<file path="src/rtl/mips_boot_loader_pkg.sv">
// Shared types for the MIPS boot loader: loader FSM states and word geometry.
package mips_pkg;

  localparam int WORD_W         = 32;
  localparam int BYTES_PER_WORD = 4;
  localparam int BYTE_CNT_W     = $clog2(BYTES_PER_WORD);

  typedef enum logic [2:0] {HDR, PAY, SUM, DONE, ERR} ld_state_t;

endpackage

</file>
<file path="src/rtl/mips_boot_loader_byte_packer.sv">
// Packs accepted stream bytes into little-endian words; word_valid marks the
// cycle in which the final byte is being accepted, so word is usable that cycle.
module byte_packer
  import mips_pkg::*;
(
  input  logic              clk,
  input  logic              rst,
  input  logic              clr,
  input  logic              in_fire,
  input  logic [7:0]        in_data,
  output logic [WORD_W-1:0] word,
  output logic              word_valid
);

  logic [BYTE_CNT_W-1:0] cnt;
  logic [WORD_W-9:0]     lo;
  logic                  last;

  assign last       = (cnt == BYTE_CNT_W'(BYTES_PER_WORD - 1));
  assign word_valid = in_fire & last & ~clr;
  // Earlier bytes shift down from the top, so after three bytes lo = {b2,b1,b0}.
  assign word       = {in_data, lo};

  always_ff @(posedge clk or negedge rst) begin
    if (!rst) begin
      cnt <= '0;
      lo  <= '0;
    end else if (clr) begin
      cnt <= '0;
      lo  <= '0;
    end else if (in_fire) begin
      cnt <= last ? '0 : cnt + 1'b1;
      lo  <= {in_data, lo[WORD_W-9:8]};
    end
  end

endmodule

</file>
<file path="src/rtl/mips_boot_loader.sv">
// Byte-stream program loader for the MIPS core: header/payload/checksum parse,
// sequential imem writes, and core reset release once the image verifies.
module mips_boot_loader
  import mips_pkg::*;
#(
  parameter int ADDR_W = 10
) (
  input  logic              clk,
  input  logic              rst,
  input  logic              s_valid,
  output logic              s_ready,
  input  logic [7:0]        s_data,
  input  logic              reload,
  output logic              imem_we,
  output logic [ADDR_W-1:0] imem_addr,
  output logic [WORD_W-1:0] imem_wdata,
  output logic              cpu_rst,
  output logic              done,
  output logic              err
);

  localparam logic [WORD_W-1:0] DEPTH = WORD_W'(2 ** ADDR_W);
  localparam logic [ADDR_W:0]   ONE   = (ADDR_W + 1)'(1);

  ld_state_t         state, state_nxt;
  logic [ADDR_W:0]   n_words, word_idx;
  logic [WORD_W-1:0] sum, word;
  logic              word_valid, fire, restart, hdr_ok, last_pay;

  assign s_ready  = rst & ((state == HDR) | (state == PAY) | (state == SUM));
  assign fire     = s_valid & s_ready;
  assign restart  = reload & ((state == DONE) | (state == ERR));
  assign hdr_ok   = (word != '0) && (word <= DEPTH);
  assign last_pay = (word_idx == n_words - ONE);

  assign cpu_rst  = (state != DONE);
  assign done     = (state == DONE);
  assign err      = (state == ERR);

  byte_packer u_packer (
    .clk        (clk),
    .rst        (rst),
    .clr        (restart),
    .in_fire    (fire),
    .in_data    (s_data),
    .word       (word),
    .word_valid (word_valid)
  );

  always_ff @(posedge clk or negedge rst) begin
    if (!rst) state <= HDR;
    else      state <= state_nxt;
  end

  always_comb begin
    state_nxt = state;
    case (state)
      HDR:       if (word_valid) state_nxt = hdr_ok ? PAY : ERR;
      PAY:       if (word_valid && last_pay) state_nxt = SUM;
      SUM:       if (word_valid) state_nxt = (word == sum) ? DONE : ERR;
      DONE, ERR: if (reload) state_nxt = HDR;
      default:   state_nxt = HDR;
    endcase
  end

  // Write port is registered: imem_we fires the cycle after a payload word completes.
  always_ff @(posedge clk or negedge rst) begin
    if (!rst) begin
      n_words    <= '0;
      word_idx   <= '0;
      sum        <= '0;
      imem_we    <= 1'b0;
      imem_addr  <= '0;
      imem_wdata <= '0;
    end else begin
      imem_we <= 1'b0;
      if (restart) begin
        n_words  <= '0;
        word_idx <= '0;
        sum      <= '0;
      end else if (word_valid) begin
        case (state)
          HDR: begin
            n_words  <= word[ADDR_W:0];
            word_idx <= '0;
            sum      <= '0;
          end
          PAY: begin
            imem_we    <= 1'b1;
            imem_addr  <= word_idx[ADDR_W-1:0];
            imem_wdata <= word;
            sum        <= sum + word;
            word_idx   <= word_idx + ONE;
          end
          default: ;
        endcase
      end
    end
  end

endmodule

</file>
<file path="config.mk">
export PLATFORM = sky130hd
export DESIGN_NAME = mips_boot_loader
export DESIGN_NICKNAME = d
export VERILOG_FILES = /design/src/rtl/mips_boot_loader_pkg.sv /design/src/rtl/mips_boot_loader_byte_packer.sv /design/src/rtl/mips_boot_loader.sv
export SDC_FILE = /design/constraint.sdc
export NUM_CORES = 1
export LEC_CHECK = 0
export ABC_CLOCK_PERIOD_IN_PS = 8100
export BUFFER_PORTS_ARGS = -buffer_cell sky130_fd_sc_hd__buf_2
export CAP_MARGIN = 20
export CORE_ASPECT_RATIO = 0.5
export CORE_UTILIZATION = 55
export DETAILED_ROUTE_END_ITERATION = 10
export PLACE_DENSITY = 0.73
export SLEW_MARGIN = 20
export SYNTH_ARGS = -nofsm -noshare
export SYNTH_HDL_FRONTEND = slang
export SYNTH_HIERARCHICAL = 1
export SYNTH_SLANG_ARGS = --single-unit
</file>
<file path="constraint.sdc">
create_clock -name clk -period 8.1 [get_ports clk]
set_input_delay 1.62 -clock clk [delete_from_list [all_inputs] [get_ports clk]]
set_output_delay 1.62 -clock clk [all_outputs]
set_load 0.01 [all_outputs]
</file>
# Yosys cells after proc, flatten, opt, wreduce, memory -nomap -nowiden
# Cells that the tools add are included.
# totals
register_bits	126
output_inout_bits	47
wordCells	72
in_bits	12
# op_classes
add_sub_neg	4
bitwise_logic	9
eq_ne	12
reduce_logical	13
muxes	24
order_cmp	1
# op_table
operator	count
$mux W32	2
$pmux W32 S2	1
$mux W11	5
$mux W24	2
$add A32 B32 Y32	1
$eq A32 B32 Y1	1
$le A32 B11 Y1 const B	1
$reduce_bool A32 Y1	1
$pmux W11 S2	1
$mux W3	6
$pmux W3 S4	1
$add A11 B1 Y11 const B	1
$eq A11 B11 Y1	1
$sub A11 B1 Y11 const B	1
$eq A3 B2 Y1 const B	2
$mux W2	3
$ne A2 B2 Y1 const B	3
$reduce_bool A2 Y1	3
$and A1 B1 Y1	5
$reduce_and A2 Y1	2
$reduce_and A4 Y1	1
$eq A3 B1 Y1 const B	1
$eq A3 B3 Y1 const B	1
$logic_not A3 Y1	1
other kinds (11)	16

# Longest topological paths before layout
# Gate-level depths: netlist of the first run.
# logic_depth
depth_word	10
depth_mapped	16
depth_no_buf	13

# Modules after synthesis
# Netlist of the first run, hierarchy kept.
# modules_own_cells
module	instances	area_each_um2	cells_per_inst	seq_area_each_um2
mips_boot_loader	1	6107.1	729	2502.4
byte_packer	1	1156.1	95	650.6

# Worst setup path after synthesis of the first run
# OpenSTA, ideal clock, no wires.
# synth_path
kind	in2reg
start	in rst
end	reg state[0]
stages	13
setup_time_ps	127
required_ps	7973
arrival_time_ps	3677
path_slack_ps	4295
path_cell_list	and3_1 -> and2_1 -> buf_6 -> buf_12 -> nand2_1 -> nor2_1 -> nor2_1 -> a21oi_1 -> nor2_1 -> a21oi_1 -> nand4_1 -> o41ai_4 -> mux2_1
# synth_via
elab_chain_len	7
word_cells_on_any_way	9
cone_classes	3 x eq/ne; 4 x bitwise; 2 x reduce/logical
# synth_lines
item	line	source
start, declared	mips_boot_loader.sv:9	input logic rst,
$and A1 B1 Y1 *	mips_boot_loader.sv:30	assign s_ready = rst & ((state == HDR) | (state == PAY) | (state == SUM));
$and A1 B1 Y1 *	mips_boot_loader.sv:31	assign fire = s_valid & s_ready;
via fire	mips_boot_loader.sv:28	logic word_valid, fire, restart, hdr_ok, last_pay;
$and A1 B1 Y1 * (2 in a row)	mips_boot_loader_byte_packer.sv:20	assign word_valid = in_fire & last & ~clr;
via word_valid	mips_boot_loader.sv:28	
$logic_and A1 B1 Y1	mips_boot_loader.sv:59	PAY: if (word_valid && last_pay) state_nxt = SUM;
$ne A2 B1 Y1 (no source line)	--	
$reduce_and A4 Y1 (no source line) *	--	
end signal, assigned	mips_boot_loader.sv:52	else state <= state_nxt;
end, declared	mips_boot_loader.sv:25	ld_state_t state, state_nxt;
# Mark *: on every way through the listed nets, which the timed path passes. The rest lies on a longest branch.
# A chain may end at the register's enable or synchronous reset.

# Worst setup path after layout of the first run
# layout_path
start	in rst
end	out s_ready
# layout_via
elab_chain_len	1
# layout_lines
item	line	source
$and A1 B1 Y1	mips_boot_loader.sv:30	
end, declared	mips_boot_loader.sv:11	output logic s_ready,
# No other way between the ends.

==> results.sh, run 1 <==
export IMPL_synth_edf_count=0
export IMPL_placed_cells=1008
export IMPL_die_area_um2=13700
export IMPL_cts_inserted_buffers=17
export IMPL_root_buffer="clkbuf_16"
export IMPL_grt_use_total_pct=28.1
export IMPL_clk_pin_slew_worst_paths_ps=60
export IMPL_nFillCells=1090
export IMPL_peakVddDrop_v=0.000158
export IMPL_n_antenna_cell=0
export IMPL_core_area_um2=12800
export IMPL_fin_skew_ps=9.35
export IMPL_wl_per_cell_um=17.6
export IMPL_area_growth_pct=11.7
export IMPL_final_util_pct=63.5
export IMPL_layout_nets=904
export IMPL_relSlewSlack_pct=38.0
export IMPL_ys_seq_area_share_pct=43.4
export IMPL_grt_overflow_total=0
export IMPL_cts_tree="done"
export IMPL_syn_area_um2=7260
export IMPL_p_total_mw=1.85
export IMPL_final_max_slew_viol_count=0
export IMPL_min_period_over_period_pct=54.3
export IMPL_synth_commonest_cells="nand2_1, dfrtp_1, nor2_1"
export IMPL_intPower_mw=1.23
export IMPL_gp_congestion=0.916
export IMPL_yosys_register_bits=126
export IMPL_synthCells=824
export IMPL_grt_pass1_vias=5722
export IMPL_place_ws_ps=3490
export IMPL_p_switching_mw=0.622
export IMPL_synth_top_area_share_pct=43.4
export IMPL_fin_crit_ps=4400
export IMPL_swShare_pct=33.6
export IMPL_port_buffers=58
export IMPL_path_cells="buf_4 -> and3_1 -> buf_2"
export IMPL_vias=6139
export IMPL_htree_levels=4
export IMPL_drcViolationCount=0
export IMPL_dr_pass1_iters=7
export IMPL_yosys_area_top_type="dfrtp_1"
export IMPL_synth_nets=871
export IMPL_grt_max_degree=94
export IMPL_cts_setup_buffers=0
export IMPL_grt_antenna_before_repair=0
export IMPL_clk_insertion_delay_late_ps=420
export IMPL_row_count=29
export IMPL_final_cells=1040
export IMPL_share_seq_of_total_power_pct=41.2
export IMPL_dp_hpwl_um=12400
export IMPL_setup_slack_ps=3700
export IMPL_pwr_share_clk_pct=39.2
export IMPL_finalHoldViolCount=0
export IMPL_async_flop_share_pct=100
export IMPL_synth_distinct_cells=62
export IMPL_layout_drive_gt1_share_pct=12.5
export IMPL_cts_num_sinks=126
export IMPL_finalSetupViolations=0
export IMPL_antenna_left=0
export IMPL_vias_per_cell=5.90
export IMPL_clock_path_buffers=2
export IMPL_start_kind="primary input"
export IMPL_ios=59
export IMPL_die_y_um=83.3
export IMPL_hold_path_class="reg -> reg"
export IMPL_hold_buffers=0
export IMPL_p_leak_nw=4.23
export IMPL_path_class="in -> out"
export IMPL_cts_repair_resized=0
export IMPL_rsz0062_at_grt="false"
export IMPL_yosys_top_cells_area="dfrtp_1, nand2_1, ha_1"
export IMPL_critPathArrivalTime_ps=2780
export IMPL_worst_pin_slew_ps=929
export IMPL_fmax_mhz=227
export IMPL_status="completed"
export IMPL_synth_flop_cell="dfrtp_1"
export IMPL_endpoint_kind="output port"
export IMPL_dieWidth_um=165
export IMPL_drv_cap=0
export IMPL_powerDensity_nw_per_um2=229
export IMPL_pwr_share_comb_pct=19.5
export IMPL_critPathSlowestCell="buf_4"
export IMPL_start_util_pct=56.9
export IMPL_path_max_fanout=72
export IMPL_dr_first_iter_drc_count=510
export IMPL_ys_warn_count=6
export IMPL_yosysMostFrequentCell="nand2_1"
export IMPL_fin_tns_setup_ps=0
export IMPL_drt_wl_total_um=18300
export IMPL_required_ps=6480
export IMPL_postSynthAreaPerCell_um2=8.81
export IMPL_cpPeakStageDelay_ps=690
export IMPL_grt_pass1_wl_um=29800
-- final cells by class --
type	instances	area [µm²]	share of cell area, %
Clock inverter	14	120	1.48
Sequential cell	126	3150	38.9
Inverter	9	33.8	0.416
Multi-Input combinational cell	637	3800	46.9
Tap cell	170	213	2.62
Timing Repair Buffer	66	353	4.35
Clock buffer	18	439	5.41
-- power by group through the flow --
stage | Sequential [mW] | Combinational [mW] | Clock, mW
after global routing | 0.767 | 0.399 | 0.760
final | 0.765 | 0.362 | 0.727
after floorplan | 0.719 | 0.287 | 0
after CTS | 0.760 | 0.358 | 0.734
after detailed placement | 0.770 | 0.353 | 0
after global placement | 0.769 | 0.345 | 0
-- worst paths after layout --
check / from / endpoint / slack, ps / depth (start not counted)
worst max-delay path: rst / s_ready / 3700 / 3
worst min-delay path: imem_addr[3] / imem_addr[3] / 470 / 2
worst max register to register: u_packer/lo[0] / sum[30] / 4750 / 11
worst min register to register: imem_addr[3] / imem_addr[3] / 470 / 2
max in group asynchronous: rst / sum[26] / 5500 / 2
min in group asynchronous: rst / imem_addr[1] / 1350 / 1
-- metal layers --
metal | vias up | track usage [%] | routed length [µm]
li1 | 2928 | - | -
met1 | 2940 | 40.3 | 8510
met2 | 235 | 41.5 | 8130
met3 | 36 | 6.64 | 1270
met4 | 0 | 9.76 | 412
met5 | - | 0 | 0
-- metrics by stage --
stage / cell area [µm²] / hold WS, ps
after floorplan: 7260 / 456
after CTS: 8110 / 472
final: 8110 / 467
after global placement: 7550 / 454
after detailed placement: 7550 / 457
after global routing: 8110 / 488
-- kinds of logic (layout without fill, tap and decap cells) --
group | count (synthesis) | in the layout | synth area share, %
AO/OA/AOI/OAI | 159 | 159 | 14.0
XOR/XNOR | 49 | 49 | 5.91
adder cells (fa/ha/maj) | 35 | 35 | 6.13
buffers and inverters | 61 | 107 | 4.29
flip-flops | 126 | 126 | 43.4
multiplexers | 31 | 31 | 4.31
AND/OR/NAND/NOR | 363 | 363 | 21.9
-- cell usage in the layout, fill, tap and decap left out, types with 3 or more instances in the layout --
cell type and instances:
a22o_1 3, ha_1 34, o21ai_0 36, nor3b_1 3, nor3_1 12, nand2b_1 3
buf_2 57, and4_1 3, clkbuf_16 17, a31oi_1 7, inv_1 7, a21o_1 22
buf_4 9, a21oi_1 42, clkinv_2 4, nor2_1 54, o21ai_1 12, o21a_1 5
xnor2_1 28, a41oi_1 3, a211o_1 3, nand3_1 29, o21bai_1 4, nand4_1 10
mux2i_1 29, o211ai_1 4, nor4_1 16, xor2_1 21, nand3b_1 3, dfrtp_1 126
clkinvlp_4 7, nand2_1 207, and3_1 9
-- sequential cells by signal, summed over array words and instances (netlist names) --
register,flops
state,3
imem_wdata,32
imem_addr,10
sum,32
u_packer/lo,24
n_words,11
word_idx,11
u_packer/cnt,2
imem_we,1
-- worst max-delay path, delay by kind of cell --
family / cells / cell delay (ps)
buffers and inverters: 2 / 840
AND/OR/NAND/NOR: 1 / 300
(Power assumes the default switching activity.)
==> run 2, diff against run 1 <==
--- a/config.mk
+++ b/config.mk
@@ -5,7 +5,7 @@
 export SDC_FILE = /design/constraint.sdc
 export NUM_CORES = 1
 export LEC_CHECK = 0
-export ABC_CLOCK_PERIOD_IN_PS = 8100
+export ABC_CLOCK_PERIOD_IN_PS = 4050
 export BUFFER_PORTS_ARGS = -buffer_cell sky130_fd_sc_hd__buf_2
 export CAP_MARGIN = 20
 export CORE_ASPECT_RATIO = 0.5
==> constraint.sdc (replaced) <==
create_clock -name clk -period 4.05 [get_ports clk]
set_input_delay 0.81 -clock clk [delete_from_list [all_inputs] [get_ports clk]]
set_output_delay 0.81 -clock clk [all_outputs]
set_load 0.01 [all_outputs]
==> run 2 against run 1 <==
Compared with the run above: worst setup slack lost 2900 ps; count of clock-buffer cells in the layout grew 2; cell count grew 0.29%; global-route usage grew 0.47 points; clock skew shrank 1.1 ps; critical endpoint is now sum[30]; via count grew 0.24%; sequential cell count is the same; sequential power grew 99%; critical path depth grew 8; core utilization grew 0.31 points; critical path type is now reg -> reg; non-clock buffer count grew 3.
==> results.sh, run 2 (same netlist as run 1, synthesis figures left out) <==
export IMPL_status="completed"
export IMPL_die_area_um2=13700
export IMPL_finalHoldViolCount=0
export IMPL_layout_drive_gt1_share_pct=12.8
export IMPL_reg_top3="imem_wdata: 32 flops, sum: 32 flops, u_packer/lo: 24 flops"
export IMPL_final_cell_mix="nand2_1, dfrtp_1, buf_2"
export IMPL_fin_crit_ps=3270
export IMPL_row_count=29
export IMPL_cts_num_sinks=126
export IMPL_rsz0062_at_grt="false"
export IMPL_layout_nets=907
export IMPL_drt_wl_total_um=18500
export IMPL_path_class="reg -> reg"
export IMPL_path_buf_inv=0
export IMPL_grt_pass1_vias=5806
export IMPL_min_period_over_period_pct=80.8
export IMPL_hold_path_class="reg -> reg"
export IMPL_core_area_um2=12800
export IMPL_gp_congestion=0.933
export IMPL_grt_max_degree=69
export IMPL_clk_pin_slew_worst_paths_ps=60
export IMPL_fin_skew_ps=8.29
export IMPL_dieWidth_um=165
export IMPL_p_total_mw=3.76
export IMPL_start_util_pct=56.9
export IMPL_start_kind="register"
export IMPL_vias_per_cell=5.90
export IMPL_peakVddDrop_v=0.000324
export IMPL_cts_tree="done"
export IMPL_fmax_mhz=305
export IMPL_clock_path_buffers=2
export IMPL_hold_buffers=0
export IMPL_antenna_left=0
export IMPL_htree_levels=4
export IMPL_critical_path_top_delay_family="compound AO/OA/AOI/OAI gates"
export IMPL_powerDensity_nw_per_um2=461
export IMPL_wl_per_cell_um=17.7
export IMPL_vias=6154
export IMPL_critPathSlowestCell="dfrtp_1"
export IMPL_grt_pass1_wl_um=30500
export IMPL_required_ps=4350
export IMPL_cpPeakStageDelay_ps=420
export IMPL_path_cells="ha_1 -> fa_1 -> a21o_1 -> a21o_1 -> a2111oi_2 -> o31ai_1 -> a41o_1 -> a211o_1 -> o31ai_2 -> mux2i_1 -> nand2_1"
export IMPL_path_max_fanout=5
export IMPL_final_max_slew_viol_count=0
export IMPL_drcViolationCount=0
export IMPL_die_y_um=83.3
export IMPL_dr_pass1_iters=5
export IMPL_critPathArrivalTime_ps=3580
export IMPL_layout_commonest_cell="nand2_1"
export IMPL_area_growth_pct=12.2
export IMPL_endpoint_kind="register"
export IMPL_cp_common_cell="a21o_1"
export IMPL_cts_inserted_buffers=17
export IMPL_cts_repair_resized=0
export IMPL_dr_first_iter_drc_count=584
export IMPL_cts_setup_buffers=0
export IMPL_root_buffer="clkbuf_16"
export IMPL_port_buffers=58
export IMPL_grt_antenna_before_repair=0
export IMPL_grt_use_total_pct=28.6
export IMPL_relSlewSlack_pct=43.1
export IMPL_worst_pin_slew_ps=854
export IMPL_drv_cap=0
export IMPL_fin_tns_setup_ps=0
export IMPL_grt_overflow_total=0
export IMPL_dp_hpwl_um=12400
export IMPL_final_util_pct=63.8
export IMPL_clk_insertion_delay_late_ps=420
export IMPL_ios=59
export IMPL_finalSetupViolations=0
export IMPL_n_antenna_cell=0
export IMPL_p_leak_nw=4.26
export IMPL_ff2ff_setup_slack_ps=780
-- run 2: changes by cell type in the layout (fill, tap and decap cells not counted) --
cell,before,now
buf_4,9,12
clkinvlp_4,7,4
clkbuf_8,1,3
inv_6,1,3
clkinv_2,4,3
-- run 2: final cells by class --
type | count | area [µm²]
clock buffer | 20 | 467
tap | 170 | 213
timing repair buffer | 69 | 375
clock inverter | 12 | 110
fill | 1074 | 4620
inverter | 9 | 33.8
sequential | 126 | 3150
multi-input combinational | 637 | 3800
-- run 2: report_power, final --
part | switching, mW | internal, mW
sequential | 0.184 | 1.34
combinational | 0.465 | 0.268
clock | 0.605 | 0.896
total | 1.25 | 2.50
-- run 2: tightest hold or removal path, delay by kind of cell (launching register included) --
kind / cells / cell delay, ps
flops: 1 / 330
simple gates: 2 / 100
-- run 2: stage by stage --
step	instances	hold WS (ps)	area, µm²	worst slack (ps)
2_1_floorplan	824	456	7260	874
4_1_cts	1043	472	8150	795
3_3_place_gp	1011	453	7580	917
5_1_grt	1043	484	8150	694
3_5_place_dp	1011	457	7580	828
6_report	1043	465	8150	776
-- run 2: path summary, 6_finish.rpt --
kind | end | depth (start not counted) | startpoint
max | sum[30] | 11 | u_packer/lo[0]
min | imem_addr[5] | 2 | imem_addr[5]
max reg2reg | sum[30] | 11 | u_packer/lo[0]
min reg2reg | imem_addr[5] | 2 | imem_addr[5]
max in group asynchronous | sum[20] | 3 | rst
min in group asynchronous | state[1] | 2 | rst
-- run 2: per-layer routing --
layer  wire, µm  vias to the layer above  global-route usage [%]
li1           -                     2930                       -
met1       8830                     2990                    40.9
met2       8230                      199                    43.7
met3       1020                       35                    4.55
met4        405                        0                    10.5
met5          0                        -                       0
==> run 3, diff against run 2 <==
--- a/config.mk
+++ b/config.mk
@@ -5,13 +5,13 @@
 export SDC_FILE = /design/constraint.sdc
 export NUM_CORES = 1
 export LEC_CHECK = 0
-export ABC_CLOCK_PERIOD_IN_PS = 4050
+export ABC_CLOCK_PERIOD_IN_PS = 2810
 export BUFFER_PORTS_ARGS = -buffer_cell sky130_fd_sc_hd__buf_2
 export CAP_MARGIN = 20
 export CORE_ASPECT_RATIO = 0.5
 export CORE_UTILIZATION = 55
 export DETAILED_ROUTE_END_ITERATION = 10
-export PLACE_DENSITY = 0.73
+export PLACE_DENSITY = 0.76
 export SLEW_MARGIN = 20
 export SYNTH_ARGS = -nofsm -noshare
 export SYNTH_HDL_FRONTEND = slang
==> constraint.sdc (replaced) <==
create_clock -name clk -period 2.81 [get_ports clk]
set_input_delay 0.562 -clock clk [delete_from_list [all_inputs] [get_ports clk]]
set_output_delay 0.562 -clock clk [all_outputs]
set_load 0.01 [all_outputs]
==> run 3 against run 2 <==
Compared with the run above: wire length rose by 6.8%; critical path type unchanged; non-clock buffer count rose by 60; highest routed layer unchanged; design area rose by 7.4%; sequential power rose by 36%; largest cell class unchanged; the flow now finishes with violations (negative setup slack).
==> results.sh, run 3 (same netlist as run 1, synthesis figures left out) <==
export IMPL_grt_pass1_vias=6170
export IMPL_gp_congestion=0.911
export IMPL_start_util_pct=56.9
export IMPL_grt_busiest_layer="met2"
export IMPL_powerDensity_nw_per_um2=656
export IMPL_core_area_um2=12800
export IMPL_row_count=29
export IMPL_fin_hold_ws_ps=327
export IMPL_start_kind="register"
export IMPL_clock_path_buffers=2
export IMPL_peakVddDrop_v=0.000439
export IMPL_htree_levels=4
export IMPL_setup_slack_ps=-211
export IMPL_met2_usage_pct=46.3
export IMPL_multi_input_comb_area_um2=3930
export IMPL_port_buffers=58
export IMPL_p_total_mw=5.74
export IMPL_hold_buffers=0
export IMPL_cpPeakStageDelay_ps=380
export IMPL_wl_per_cell_um=17.9
export IMPL_grt_max_degree=68
export IMPL_path_max_fanout=3
export IMPL_cts_tree="done"
export IMPL_vias_per_cell=5.92
export IMPL_status="complete, but fails checks"
export IMPL_die_area_um2=13700
export IMPL_n_antenna_cell=0
export IMPL_ios=59
export IMPL_layout_drive_gt1_share_pct=21.0
export IMPL_fin_crit_ps=3020
export IMPL_p_leak_nw=4.59
export IMPL_dr_pass1_iters=5
export IMPL_grtUsageMet3_pct=7.24
export IMPL_root_buffer="clkbuf_16"
export IMPL_finalSetupViolations=4
export IMPL_met1_usage_pct=41.3
export IMPL_drv_cap=0
export IMPL_placed_cell_area_um2=8070
export IMPL_critPathArrivalTime_ps=3330
export IMPL_fin_area_um2=8760
export IMPL_final_util_pct=68.6
export IMPL_finalHoldViolCount=0
export IMPL_critPathSlowestCell="dfrtp_1"
export IMPL_min_period_over_period_pct=108
export IMPL_dr_first_iter_drc_count=565
export IMPL_dieWidth_um=165
export IMPL_cts_inserted_buffers=17
export IMPL_area_growth_pct=20.6
export IMPL_place_ws_ps=-164
export IMPL_final_max_slew_viol_count=0
export IMPL_fin_tns_setup_ps=-337
export IMPL_fmax_mhz=331
export IMPL_die_y_um=83.3
export IMPL_clk_pin_slew_worst_paths_ps=60
export IMPL_dp_hpwl_um=13700
export IMPL_layout_commonest_cell="nand2_1"
export IMPL_final_cells=1103
export IMPL_reg_top3="imem_wdata: 32 flops, sum: 32 flops, u_packer/lo: 24 flops"
export IMPL_final_cell_mix="nand2_1, dfrtp_1, buf_4"
export IMPL_relSlewSlack_pct=46.1
export IMPL_path_cells="ha_2 -> fa_2 -> a21o_1 -> a21o_1 -> a2111oi_4 -> o31ai_2 -> a41o_1 -> a211o_1 -> o31ai_2 -> mux2i_1 -> nand2_1"
export IMPL_grt_overflow_total=0
export IMPL_drcViolationCount=0
export IMPL_vias=6525
export IMPL_clk_insertion_delay_late_ps=430
export IMPL_path_class="reg -> reg"
export IMPL_final_seq_area_um2=3150
export IMPL_grt_pass1_wl_um=31600
export IMPL_rsz0062_at_grt="true"
export IMPL_violations="negative setup slack"
export IMPL_required_ps=3120
export IMPL_antenna_left=0
export IMPL_layout_nets=967
export IMPL_endpoint_kind="register"
export IMPL_cts_num_sinks=126
export IMPL_fin_skew_ps=10.3
export IMPL_grt_antenna_before_repair=0
export IMPL_drt_wl_total_um=19700
export IMPL_nFillCells=1009
export IMPL_worst_pin_slew_ps=809
export IMPL_grt_use_total_pct=30.1
export IMPL_hold_path_class="in -> async"
export IMPL_placed_cells=1066
==> run 3: cell count changes in the layout (fill, tap and decap cells not counted), moves of 2 or more <==
cell	delta
ha_2	+4
nand2_2	+2
buf_12	+2
buf_4	+57
a21oi_1	-3
nor2_1	-2
ha_1	-6
clkbuf_8	-2
inv_6	+3
a21oi_2	+3
nand2_1	-2
ha_4	+2
==> run 3: power by group <==
group / leakage [nW] / switching, mW / internal (mW) / total (mW)
Clock: 0.271 / 0.896 / 1.25 / 2.15
Sequential: 1.75 / 0.134 / 1.93 / 2.07
Combinational: 2.57 / 0.911 / 0.618 / 1.53
==> run 3: critical path, delay by kind of cell, from the launching register on <==
kind            cells  cell delay, ps
compound gates      7            1680
fa+ha+maj           2             550
flops               1             380
mux                 1             210
simple gates        1              70
==> run 3: layout make-up <==
cell class	instances	share of cell area, %
timing repair buffer	129	9.76
clock buffer	18	5.01
inverter	9	0.414
sequential	126	36.0
clock inverter	14	1.50
multi-input combinational	637	44.9
tap	170	2.43
==> run 3: timing repair <==
| action | in CTS | in global routing |
|---|---|---|
| endpoints found under the setup margin | 4 | 12 |
| resized for setup | 0 | 14 |
| pin swaps | 1 | 15 |
| setup buffers | 0 | 5 |
==> run 3: path summary, 6_finish.rpt <==
kind / end / depth (start not counted) / slack, ps / start
max in group asynchronous: sum[24] / 3 / 1160 / rst
min in group clk: imem_wdata[25] / 3 / 390 / s_data[1]
setup / recovery: sum[30] / 11 / -210 / sum[0]
hold reg to reg: imem_addr[8] / 2 / 470 / imem_addr[8]
setup reg to reg: sum[30] / 11 / -210 / sum[0]
hold / removal: imem_addr[1] / 2 / 330 / rst
==> run 3: routing by layer <==
layer  up-vias  share of wire, %
met1      3157                45
met3        41               7.0
met4         0               2.5
li1       3054                 -
met2       273                46
met5         -                 0
